### src/rtl/dataflow_pkg.sv
// Shared sizing helpers for the dataflow elastic buffer and its storage.
// Pure constant functions; no logic, no latency, no flow control.
// Imported by every dataflow_fifo file so pointer/count widths agree.
package dataflow_pkg;

    // An index needs at least one bit even when DEPTH is 1.
    function automatic int ptr_width(input int depth);
        return (depth <= 1) ? 1 : $clog2(depth);
    endfunction

    function automatic int count_width(input int depth);
        return $clog2(depth + 1);
    endfunction

endpackage

### src/rtl/dataflow_fifo_mem.sv
// DEPTH x WIDTH register array: one synchronous write port, one async read port.
// Latency: written data readable the cycle after the write edge.
// Backpressure: none; the caller only writes free entries.
module dataflow_fifo_mem
    import dataflow_pkg::*;
#(
    parameter int WIDTH = 32,
    parameter int DEPTH = 2
) (
    input  logic                          clk,
    input  logic                          wr_en,
    input  logic [ptr_width(DEPTH)-1:0]   wr_addr,
    input  logic [WIDTH-1:0]              wr_data,
    input  logic [ptr_width(DEPTH)-1:0]   rd_addr,
    output logic [WIDTH-1:0]              rd_data
);

    logic [WIDTH-1:0] mem_q [DEPTH];

    // Contents are deliberately not reset so this can become a RAM macro.
    always_ff @(posedge clk) begin
        if (wr_en) begin
            mem_q[wr_addr] <= wr_data;
        end
    end

    assign rd_data = mem_q[rd_addr];

endmodule

### src/rtl/dataflow_fifo.sv
// Elastic valid/ready buffer re-timing an arithmetic operator's result stream.
// Latency: 1 cycle minimum; 0 cycles when BYPASS=1 and the buffer is empty.
// Backpressure: in_ready depends only on occupancy, never on out_ready.
module dataflow_fifo
    import dataflow_pkg::*;
#(
    parameter int WIDTH  = 32,
    parameter int DEPTH  = 2,
    parameter int BYPASS = 0
) (
    input  logic                            clk,
    input  logic                            rst,
    input  logic                            in_valid,
    output logic                            in_ready,
    input  logic [WIDTH-1:0]                in_data,
    output logic                            out_valid,
    input  logic                            out_ready,
    output logic [WIDTH-1:0]                out_data,
    output logic [count_width(DEPTH)-1:0]   count
);

    localparam int PW = ptr_width(DEPTH);
    localparam int CW = count_width(DEPTH);

    if (DEPTH < 1 || (BYPASS != 0 && BYPASS != 1)) begin : g_param_check
        $error("dataflow_fifo: DEPTH must be >= 1 and BYPASS must be 0 or 1");
    end

    logic [PW-1:0]    head_q, head_d;
    logic [PW-1:0]    tail_q, tail_d;
    logic [CW-1:0]    count_q, count_d;
    logic             full, empty;
    logic             push, pop, bypass, store, drain;
    logic [WIDTH-1:0] rd_data;

    // Explicit wrap keeps non-power-of-two depths correct.
    function automatic logic [PW-1:0] ptr_inc(input logic [PW-1:0] p);
        return (p == PW'(DEPTH - 1)) ? '0 : p + PW'(1);
    endfunction

    assign full      = (count_q == CW'(DEPTH));
    assign empty     = (count_q == '0);
    assign in_ready  = !rst && !full;
    assign out_valid = !rst && (!empty || (BYPASS == 1 && in_valid));
    assign out_data  = empty ? in_data : rd_data;
    assign count     = count_q;

    assign push   = in_valid && in_ready;
    assign pop    = out_valid && out_ready;
    // A token consumed while empty went straight through and never touches storage.
    assign bypass = (BYPASS == 1) && empty && pop;
    assign store  = push && !bypass;
    assign drain  = pop && !empty;

    always_comb begin
        head_d  = head_q;
        tail_d  = tail_q;
        count_d = count_q;
        if (rst) begin
            head_d  = '0;
            tail_d  = '0;
            count_d = '0;
        end else begin
            if (store) tail_d = ptr_inc(tail_q);
            if (drain) head_d = ptr_inc(head_q);
            case ({store, drain})
                2'b10:   count_d = count_q + CW'(1);
                2'b01:   count_d = count_q - CW'(1);
                default: count_d = count_q;
            endcase
        end
    end

    always_ff @(posedge clk) begin
        head_q  <= head_d;
        tail_q  <= tail_d;
        count_q <= count_d;
    end

    dataflow_fifo_mem #(
        .WIDTH (WIDTH),
        .DEPTH (DEPTH)
    ) u_mem (
        .clk     (clk),
        .wr_en   (store),
        .wr_addr (tail_q),
        .wr_data (in_data),
        .rd_addr (head_q),
        .rd_data (rd_data)
    );

    a_count_bound: assert property (@(posedge clk) disable iff (rst)
        count_q <= CW'(DEPTH));

    a_stall_stable: assert property (@(posedge clk) disable iff (rst)
        (out_valid && !out_ready && !empty) |=> $stable(out_data));

    a_no_empty_pop: assert property (@(posedge clk) disable iff (rst)
        (pop && empty) |-> (BYPASS == 1));

endmodule

### config.mk
export PLATFORM = sky130hd
export DESIGN_NAME = dataflow_fifo
export DESIGN_NICKNAME = d
export VERILOG_FILES = /design/src/rtl/dataflow_pkg.sv /design/src/rtl/dataflow_fifo_mem.sv /design/src/rtl/dataflow_fifo.sv
export SDC_FILE = /design/constraint.sdc
export NUM_CORES = 1
export LEC_CHECK = 0
export CAP_MARGIN = 30
export CORE_MARGIN = 4
export CORE_UTILIZATION = 54
export CTS_BUF_LIST = sky130_fd_sc_hd__clkbuf_8
export DETAILED_ROUTE_END_ITERATION = 10
export PLACE_DENSITY = 0.93
export SYNTH_ARGS = -nofsm -noshare
export SYNTH_HDL_FRONTEND = slang
export SYNTH_SLANG_ARGS = --single-unit
### constraint.sdc
create_clock -name clk -period 7.22 [get_ports clk]
set_clock_uncertainty 0.1 [all_clocks]
set_input_delay 1.444 -clock clk [delete_from_list [all_inputs] [get_ports clk]]
set_output_delay 1.444 -clock clk [all_outputs]
set_load 0.01 [all_outputs]
After elaboration in Yosys (flattened, before gate mapping) --
Memories as Yosys holds them, arrays and structs flattened. A register that Yosys moved wholly into a read port is not among the register bits. Index checks and enable logic that the tools add are counted.
Operators by class: shift operators 0, bitwise logic cells 0, multiplexer cells 8, multiply operators 0, $add $sub $neg 4, equality and inequality tests 3, divide/modulo/power cells 0, reduce and logical (&&, ||, !) cells 10, order comparisons 0
Operators by type and width (number):
- 32-bit two-way mux | 1
- 1-bit two-way mux | 6
- 1-bit logical AND | 5
- 2-bit equality test, second input constant | 2
- 2-bit one-hot mux with 2 select lines | 1
- 1-bit zero test | 3
- 1-bit adder, second input constant | 2
- 2-bit by 1-bit adder with 2-bit output, second input constant | 1
- 2-bit by 1-bit equality test with 1-bit output, second input constant | 1
- 2-bit zero test | 1
- 2-bit nonzero test | 1
- 2-bit by 1-bit subtractor with 2-bit output, second input constant | 1
Word-level totals: bits in registers 4, latch bits 0, output and inout bits 36, bits in read-only memories 0, memory bits (writable) 64, input bits 36, memories kept 1, word-level logic and storage cells 29
Memories:
- u_mem.mem_q | words 2, bits a word 32, rd ports 1, clocked after Yosys merged registers in 1, write ports 1, RTL line dataflow_fifo_mem.sv:18 | logic [WIDTH-1:0] mem_q [DEPTH];

Logic depth before layout (Yosys ltp) --
depth after elaboration 7, gate-level depth with buffers 7, depth with buffers taken out 7

Cells and area by module --
A second synthesis with hierarchy kept.
Unflattened totals: cell total of the unflattened synthesis 162, area, all modules 3064.2 µm²
By module, submodules not included:
- dataflow_fifo_mem | times used 1, cells an instance 102, seq. area each 1921.8 µm², area an instance 2478.6 µm²
- dataflow_fifo | times used 1, cells an instance 60, seq. area each 80.1 µm², area an instance 585.6 µm²

Worst setup path before layout --
OpenSTA, ideal clock, no wires.
kind input to register, from input port in_valid, to memory u_mem.mem_q[0][0], enable pin, stages on the path 3, path buffers 0, required time 6.699 ns, arrival time 3.208 ns, path slack 3.491 ns, library setup time 0.421 ns, path through inv_1 -> or3_1 -> nor2_1
Between the ends: longest elaborated chain between the ends 3
RTL lines:
- start: declaration | RTL line dataflow_fifo.sv:13 | input logic in_valid,
- 1-bit logical AND | RTL line dataflow_fifo.sv:48 | assign push = in_valid && in_ready;
- 1-bit two-way mux | RTL line dataflow_fifo_mem.sv:22 | if (wr_en) begin
- 1-bit two-way mux (implied by the code) | RTL line dataflow_fifo_mem.sv:23 | mem_q[wr_addr] <= wr_data;
- end: declaration | RTL line dataflow_fifo_mem.sv:18
No other way between the ends.

Worst setup path after layout --
from input port in_data[8], to output port out_data[8]
Between the ends: longest elaborated chain between the ends 1
RTL lines:
- start: declaration | RTL line dataflow_fifo.sv:15 | input logic [WIDTH-1:0] in_data,
- 32-bit two-way mux | RTL line dataflow_fifo.sv:45 | assign out_data = empty ? in_data : rd_data;
- end: declaration | RTL line dataflow_fifo.sv:18 | output logic [WIDTH-1:0] out_data,
No other way between the ends.

==> metrics.txt <==
violation count after the first detailed-route iteration 63; worst setup path category in2out; worst slew slack as a fraction of its limit 0.372; Reg clk slew, reported paths roughly 0.060 ns; area taken by multi-input logic gates roughly 740 um2; Reg area 2020 um2; Post-Route WL between 5000 and 6000 um; nets@finish between 300 and 400; number of iterations in the first detailed-routing pass 4; Reg2Reg Depth 6; post-synthesis area per instance about 14 um2; number of library cell types mapped by synthesis 17; final weighted congestion of routability-driven global placement 0.644; TritonCTS clock tree done; Reg2Reg Launch Point count[0]; WHS Path Cells 2; hold crit path type reg2reg; required time at the endpoint of the critical path 5.68 ns; vias after detailed routing 1756; count of maximum capacitance violations 0; Clock Tree Buf Depth 2; endpoint class of the critical path primary output; destination of the worst register-to-register timing path count[1]; Critical Path Most Common Cell clkdlybuf4s50_1; vertical die dimension 80.3 um; filler instances 347; die area between 6000 and 7000 um2; flip-flop and latch count after synthesis between 60 and 70; placement row count 26; Critical Path Start Type input pin; aggregate negative setup slack 0 ns; antenna violation net count after detailed routing 0; final number of setup-violating endpoints 0; ratio of cells with drive above 1 in the final layout 0.0578; result of the run completed; area of the mapped netlist 2820 um2; most common library cell in the layout ignoring fill and taps clkdlybuf4s50_1; GRT Util Overall 0.176; longest individual stage delay on the worst path 0.58 ns; Synth Net Count 236; Synth Warn # 0; detailed-route DRC error count 0; number of global-route vias before repair between 1500 and 2000; max-slew violation total from the final report 0; setup repair after global routing missed its margin false; worst-path cell with the longest stage delay clkdlybuf4s50_1; placeable core region 5070 um2; shortest period the worst path allows 4.30 ns; slack of the worst reg-to-reg path 4.92 ns; non-filler instance count after layout 347; Clk Latency, worst-skew pair 0.32 ns; worst path bufs/invs 2; Leakage about 1.3 nW; total CTS buffers 9; final clock period utilization by the worst path 0.596; number of buffers added to fix hold violations after cts 0; mean number of vias per cell 5.06; average routed wire per standard cell 15.3 um; Cell Pwr Density 255 nW/um2; cell-by-cell trace of the critical path clkdlybuf4s50_1 -> nor2_1 -> a21oi_1 -> clkdlybuf4s50_1; antenna violations before repair 0; boundary pin count 72; maximum number of pins on one net before global-route repair 35; maximum fanout along the worst path 3; input/output buffers between 70 and 80; post-cts gate resize count 0; origin of the worst min-delay path head_q; critical path arrival 2.76 ns; worst-case vdd ir drop roughly 230 uV; CTS H-tree lvls 3; Max Clk Rate 233 MHz; commonest cells after routing, fill and taps aside 71 x clkdlybuf4s50_1, 64 x edfxtp_1, 36 x nor2_1; Post CTS Setup Buffer Count 0; starting density of the core 0.556; Worst Hold Slack between 0.4 and 0.5 ns; gate count of the mapped netlist around 200; kind of cell with the highest combined delay on the critical path buffers and inverters; overflow left after global routing 0; clock root buffer master clkbuf_8; portion of the post-synthesis area used by sequential elements 0.717; number of antenna cells inserted 0; DP HPWL 3510 um; horizontal extent of the die 80.3 um; wire length of the first global-routing pass 8550 um; Cell Count Post-Placement 331; synthesis-to-layout area growth 33.6%; Least-Margin Pin Slew 0.940 ns; final-report hold violation count 0; Clock Sink Count 69
==> area by class of cell <==
class                      count  area share
clock inverter                 6     0.00631
multi-input combinational    118       0.197
sequential                    69       0.537
tap                           70      0.0232
timing repair buffer          74       0.203
inverter                       1    0.000996
clock buffer                   9      0.0329
==> cells by family after synthesis <==
kind of cell / synth area share
simple gates: 0.0670
flops: 0.717
buf+inv: 0.0235
compound gates: 0.0656
xor+xnor: 0.00931
fa+ha+maj: 0.00443
mux: 0.114
==> power by group <==
| part | total, mW | leakage [nW] | switching, mW | internal, mW |
|---|---|---|---|---|
| combinational | 0.257 | 0.547 | 0.121 | 0.136 |
| clock | 0.240 | 0.0840 | 0.124 | 0.116 |
| sequential | 0.466 | 0.629 | 0.00794 | 0.458 |
| total | 0.963 | 1.26 | 0.253 | 0.710 |
==> cell usage after synthesis, drive strengths merged <==
| cell type | instances | area (um2) |
|---|---|---|
| edfxtp | 64 | 1920 |
| nor2 | 37 | 139 |
| a21oi | 34 | 170 |
| mux2i | 32 | 320 |
| buf | 11 | 62.6 |
| dfxtp | 5 | 100 |
| o21ai | 3 | 15.0 |
| or3 | 3 | 18.8 |
| nor2b | 2 | 12.5 |
| xor2 | 2 | 17.5 |
| and2 | 1 | 6.26 |
| and3 | 1 | 6.26 |
| ha | 1 | 12.5 |
| inv | 1 | 3.75 |
| or2 | 1 | 6.26 |
| xnor2 | 1 | 8.76 |
==> flip-flops by register name, summed over array words and instances (netlist names), named ones only <==
name         flops
head_q           1
u_mem.mem_q     64
count            2
tail_q           1
==> metal layers <==
layer  wire length, um  GRT usage
met3               297     0.0404
met4                36     0.0760
met5                 0          0
met1              2220      0.204
met2              2750      0.310
==> stage by stage <==
| step | power, mW | cell area, um2 | setup slack [ns] | util |
|---|---|---|---|---|
| 6_report | 0.963 | 3770 | 2.92 | 0.743 |
| 2_1_floorplan | 0.600 | 2820 | 3.49 | - |
| 4_1_cts | 0.969 | 3750 | 2.91 | 0.739 |
| 5_1_grt | 1.01 | 3770 | 2.84 | 0.743 |
| 3_5_place_dp | 0.730 | 3600 | 2.92 | 0.710 |
| 3_3_place_gp | 0.714 | 3570 | 2.90 | 0.704 |
==> worst max-delay path by stage <==
| stage | startpoint | end | slack (ns) | cells after the start |
|---|---|---|---|---|
| 6_report | in_data[8] | out_data[8] | 2.92 | 4 |
| 5_1_grt | rst | in_ready | 2.84 | 3 |
| 4_1_cts | in_data[8] | out_data[8] | 2.91 | 4 |
| 3_5_place_dp | in_data[8] | out_data[8] | 2.92 | 4 |
| 3_3_place_gp | in_data[0] | out_data[0] | 2.90 | 4 |
| 2_1_floorplan | in_valid | u_mem.mem_q[0][0] | 3.49 | 3 |
==> tightest hold or removal path, stage by stage (launching register included) <==
cell     delay, ns
dfxtp_1       0.33
xor2_1        0.08
nor2_1        0.07
Note: power is estimated with default switching activity, not from simulation.
